**src/rtl/board_insert_sequencer.sv**
```systemverilog
`timescale 1ns/1ps
// board_insert_sequencer
// Owns the single port of the Connect-4 board RAM (ROWS x COLS cells, 2 bits each).
// Drops pieces by gravity (scan a column bottom-up, write the first empty cell), clears
// the whole board, and lends the port to an external reader while idle.
// Ports:
//   clk, rst                       clock, synchronous active-low reset
//   ins_req/ins_col/ins_player     insert request (level) and its column / piece value
//   ins_ack/ins_row/ins_full/ins_err  insert completion pulse and result flags
//   clr_req/clr_done               board clear request (level) and completion pulse
//   busy                           high whenever an operation is in progress
//   rd_req/rd_addr/rd_gnt          external read request, address, same-cycle grant
//   rd_valid/rd_data               read return, one cycle after the grant
//   mem_addr/mem_we/mem_wdata      board RAM command port
//   mem_rdata                      board RAM read data, one cycle after mem_addr
module board_insert_sequencer #(
    parameter int unsigned ROWS   = 6,
    parameter int unsigned COLS   = 7,
    parameter int unsigned ADDR_W = 6
) (
    input  logic              clk,
    input  logic              rst,
    input  logic              ins_req,
    input  logic [2:0]        ins_col,
    input  logic [1:0]        ins_player,
    output logic              ins_ack,
    output logic [2:0]        ins_row,
    output logic              ins_full,
    output logic              ins_err,
    input  logic              clr_req,
    output logic              clr_done,
    output logic              busy,
    input  logic              rd_req,
    input  logic [ADDR_W-1:0] rd_addr,
    output logic              rd_gnt,
    output logic              rd_valid,
    output logic [1:0]        rd_data,
    output logic [ADDR_W-1:0] mem_addr,
    output logic              mem_we,
    output logic [1:0]        mem_wdata,
    input  logic [1:0]        mem_rdata
);

    localparam int unsigned       CELLS    = ROWS * COLS;
    localparam logic [ADDR_W-1:0] LAST_IDX = ADDR_W'(CELLS - 1);
    localparam logic [2:0]        LAST_ROW = 3'(ROWS - 1);

    typedef enum logic [2:0] {
        IDLE  = 3'd0,
        CLEAR = 3'd1,
        READ  = 3'd2,
        WAIT  = 3'd3,
        WRITE = 3'd4,
        DONE  = 3'd5,
        FULL  = 3'd6,
        ERR   = 3'd7
    } state_t;

    state_t            state;
    logic [2:0]        col_q;
    logic [2:0]        row_q;
    logic [1:0]        player_q;
    logic [ADDR_W-1:0] idx_q;
    logic [ADDR_W-1:0] cell_addr;
    logic              ins_ok;

    // Cell address of the latched column at the current scan row.
    assign cell_addr = ADDR_W'(row_q) * ADDR_W'(COLS) + ADDR_W'(col_q);

    assign ins_ok = (32'(ins_col) < COLS) && (ins_player == 2'd1 || ins_player == 2'd2);

    // External reads only get the port in a fully idle cycle with no pending operation.
    assign rd_gnt = (state == IDLE) && !clr_req && !ins_req && rd_req;

    assign busy = (state != IDLE);

    // RAM returns data one cycle after the grant, so it is forwarded while rd_valid is high.
    assign rd_data = rd_valid ? mem_rdata : 2'd0;

    // RAM command decode from the current state.
    always_comb begin
        mem_addr  = '0;
        mem_we    = 1'b0;
        mem_wdata = 2'd0;
        case (state)
            IDLE:  if (rd_gnt) mem_addr = rd_addr;
            CLEAR: begin
                mem_we   = 1'b1;
                mem_addr = idx_q;
            end
            READ:  mem_addr = cell_addr;
            WRITE: begin
                mem_we    = 1'b1;
                mem_addr  = cell_addr;
                mem_wdata = player_q;
            end
            default: ;
        endcase
    end

    // Sequencer state and registered result outputs; result flags are set on entry to
    // DONE/FULL/ERR so they are visible exactly while in those states.
    always_ff @(posedge clk) begin
        if (!rst) begin
            state    <= IDLE;
            col_q    <= 3'd0;
            row_q    <= 3'd0;
            player_q <= 2'd0;
            idx_q    <= '0;
            ins_ack  <= 1'b0;
            ins_row  <= 3'd0;
            ins_full <= 1'b0;
            ins_err  <= 1'b0;
            clr_done <= 1'b0;
            rd_valid <= 1'b0;
        end else begin
            ins_ack  <= 1'b0;
            ins_row  <= 3'd0;
            ins_full <= 1'b0;
            ins_err  <= 1'b0;
            clr_done <= 1'b0;
            rd_valid <= rd_gnt;
            case (state)
                IDLE: begin
                    if (clr_req) begin
                        idx_q <= '0;
                        state <= CLEAR;
                    end else if (ins_req) begin
                        col_q    <= ins_col;
                        player_q <= ins_player;
                        row_q    <= 3'd0;
                        if (ins_ok) begin
                            state <= READ;
                        end else begin
                            state   <= ERR;
                            ins_ack <= 1'b1;
                            ins_err <= 1'b1;
                        end
                    end
                end
                CLEAR: begin
                    if (idx_q == LAST_IDX) begin
                        state    <= DONE;
                        clr_done <= 1'b1;
                    end else begin
                        idx_q <= idx_q + ADDR_W'(1);
                    end
                end
                READ: state <= WAIT;
                WAIT: begin
                    if (mem_rdata == 2'd0) begin
                        state <= WRITE;
                    end else if (row_q != LAST_ROW) begin
                        row_q <= row_q + 3'd1;
                        state <= READ;
                    end else begin
                        state    <= FULL;
                        ins_ack  <= 1'b1;
                        ins_full <= 1'b1;
                    end
                end
                WRITE: begin
                    state   <= DONE;
                    ins_ack <= 1'b1;
                    ins_row <= row_q;
                end
                default: state <= IDLE;
            endcase
        end
    end

endmodule

```
**config.mk**
```make
export PLATFORM = sky130hd
export DESIGN_NAME = board_insert_sequencer
export DESIGN_NICKNAME = d
export VERILOG_FILES = /design/src/rtl/board_insert_sequencer.sv
export SDC_FILE = /design/constraint.sdc
export NUM_CORES = 1
export LEC_CHECK = 0
export ABC_AREA = 1
export BUFFER_PORTS_ARGS = -buffer_cell sky130_fd_sc_hd__buf_4
export CAP_MARGIN = 20
export CORE_AREA = 2 2 56 58
export DETAILED_ROUTE_END_ITERATION = 6
export DIE_AREA = 0 0 58 60
export PLACE_DENSITY = 0.79
export SYNTH_ARGS = -nofsm -noshare
export SYNTH_HDL_FRONTEND = slang
export SYNTH_SLANG_ARGS = --single-unit
```
**constraint.sdc**
```tcl
create_clock -name clk -period 6.43 [get_ports clk]
set_input_delay 0.3215 -clock clk [delete_from_list [all_inputs] [get_ports clk]]
set_output_delay 0.3215 -clock clk [all_outputs]
set_load 0.02 [all_outputs]
```
==> flow_metrics.py <==
metrics = {
    "finish": {
        "syn2layout_area_growth_pct": 21.5,
        "fill_cells": 272,
        "final_area_sq_mm": 0.00193,
        "drive_gt1_share_pct": 19.9,
        "diodes": 0,
        "fin_nets": 307,
    },
    "yosys": {
        "synth_top_cell_by_area": "dfxtp_1",
        "syn_avg_cell_area_sq_um": 6.88,
        "yosys.cell_types.count": 24,
        "yosys_warnings": 0,
        "synth_area_sq_mm": 0.00159,
        "synth-seq-cells": 25,
        "syn_inst": 231,
        "yosysMostFrequentCell": "nand2_1",
        "synth_edf_count": 0,
        "synthArstFlopShare_pct": 0,
        "synth_top_area_share_pct": 31.5,
        "synthTopCellsByArea": "dfxtp_1 (31%), nand2_1 (13%), ha_1 (10%)",
        "synth_nets": 266,
        "synth_common_cells": "nand2_1 (56), inv_1 (36), nor2_1 (36)",
        "synth_ff_type": "dfxtp_1",
        "ys_seq_area_share_pct": 31.5,
    },
    "placement": {
        "dp_hpwl_um": 2740,
        "io_buffers": 38,
        "gp_congestion": 0.824,
        "dpl_worst_slack_ps": 3570,
        "place_area_sq_mm": 0.00190,
    },
    "timing": {
        "worst_slew_margin_rel_pct": 74.4,
        "finalCritPeriodShare_pct": 50.4,
        "finalMaxSlewViolations": 0,
        "setup_viol": 0,
        "rsz0062_at_grt": "false",
        "whs_ps": 218,
        "skew_ps": 5.95,
        "worst_pin_slew_ps": 383,
        "fin_crit_ps": 3240,
        "setup_tns_ps": 0,
        "setup_slack_ps": 3190,
        "hold_viol": 0,
        "max_freq_ghz": 0.309,
    },
    "pwr": {
        "vdd_drop_max_uv": 166,
        "powerDensity_mw_per_mm2": 217,
        "p_total_w": 0.000419,
        "p_leak_nw": 1.03,
    },
    "worst_setup_path": {
        "crit_fanout": 8,
        "crit_path_max_incr_delay_ps": 510,
        "critPathBufInv": 1,
        "crit_type": "flip-flop to output pin",
        "arrival_ps": 2920,
        "required_ps": 6110,
        "worstSetupStartpointType": "flip-flop",
        "endpoint_kind": "output pin",
        "crit_slowest_cell": "dfxtp_1",
        "crit_chain": "fa_1, fa_1, fa_1, nand2_1, nand2_1, a21oi_1, or2_2, nand3_1, nand2_1, buf_4",
        "crit_family": "adder cells",
    },
    "floorplan": {
        "start_util_pct": 54.8,
        "die_h_um": 60,
        "rows": 20,
        "dieWidth_um": 58,
        "pin_count": 39,
        "die_area_sq_mm": 0.00348,
        "core_sq_mm": 0.00290,
    },
    "global_routing": {
        "grt_pass1_vias": 1378,
        "track_usage_pct": 21.5,
        "grt-ovfl-total": 0,
        "antenna_found_initial": 0,
        "grt_max_degree": 16,
        "grt_first_pass_wirelength_um": 5870,
    },
    "clock_network": {
        "cts_tree": "done",
        "clk_latency_ps": 320,
        "cts_resized": 0,
        "post_cts_buffers": 0,
        "cts_hold_buf": 0,
        "htreeDepth": 1,
        "cts_inserted_buffers": 3,
        "cts_root_buf": "clkbuf_4",
        "clk_pin_slew_worst_paths_ps": 150,
        "clk_path_buf_depth": 2,
        "cts.sinks": 25,
    },
    "drt": {
        "first_pass_iters": 4,
        "vias": 1515,
        "ant_nets": 0,
        "drt_iter0_drc": 60,
        "drc": 0,
        "postRouteWirelength_um": 3380,
        "routedWlPerCell_um": 11.1,
        "viasPerCell": 4.98,
    },
    "outcome": {
        "status": "complete, no violations",
    },
    "hold_path": {
        "hp-class": "input port to flip-flop",
    },
    "run": {
        "drv_cap": 0,
    },
}
cell families (layout without fill, tap and decap cells):
group / after synthesis / in the layout / share of synthesized area (%)
adders and majority gates: 17 / 17 / 15.3
buffers and inverters: 39 / 79 / 9.68
AOI/OAI and AO/OA: 26 / 26 / 9.36
and+or+nand+nor: 124 / 124 / 34.2
DFF: 25 / 25 / 31.5
tightest hold or removal path, delay by kind of cell:
kind                   cells  cell delay, ps
AND/OR/NAND/NOR            2             120
buffers and inverters      1              80
cell type report:
cell class	instances	area, sq um	area share (%)
clock buffer	3	22.5	1.17
timing repair buffer	38	285	14.8
multi-input combinational	167	936	48.4
sequential	25	500	25.9
tap	33	41.3	2.14
clock inverter	1	7.51	0.389
inverter	37	139	7.19
power breakdown:
group	internal [W]	switching [W]	total, W
clock network	0.0000237	0.0000507	0.0000744
logic	0.0000615	0.000101	0.000163
registers	0.000168	0.0000145	0.000182
state kept, by name, summed over array words and instances (netlist names), 2 cells and up:
register / cells
idx_q: 6
state: 3
ins_row: 3
row_q: 3
col_q: 3
player_q: 2
final timing paths:
kind	from	endpoint	slack, ps	depth (start not counted)
worst max register to register	idx_q[1]	idx_q[2]	4870	10
worst min register to register	idx_q[4]	idx_q[4]	530	2
worst max-delay path	row_q[2]	mem_addr[5]	3190	10
worst min-delay path	ins_col[2]	col_q[2]	220	3
through the flow:
stage                     utilization (%)  std cells
after floorplan                         -        231
after detailed placement             65.5        300
final                                66.6        304
after global placement               65.5        300
after CTS                            66.6        304
after global routing                 66.6        304
per-layer routing:
metal,track usage [%],part of all wire (%)
met5,0,0
met3,3.68,4.8
met4,4.98,0.62
met1,28.4,47
met2,36.9,48
cells in the final DEF (no fill, tap or decap), drive strengths merged:
cell type  Yosys  layout
o21ai          8       8
clkinvlp       0       1
ha            13      13
or2            4       4
inv           37      37
fa             4       4
clkbuf         1       3
a22oi          3       3
nand2         56      56
a21oi         12      12
a21boi         2       2
nor3           4       4
and3           1       1
o211ai         1       1
buf            1      38
nand3         18      18
dfxtp         25      25
nor2          39      39
nand4          2       2
Power figures use the tool's default switching activity.
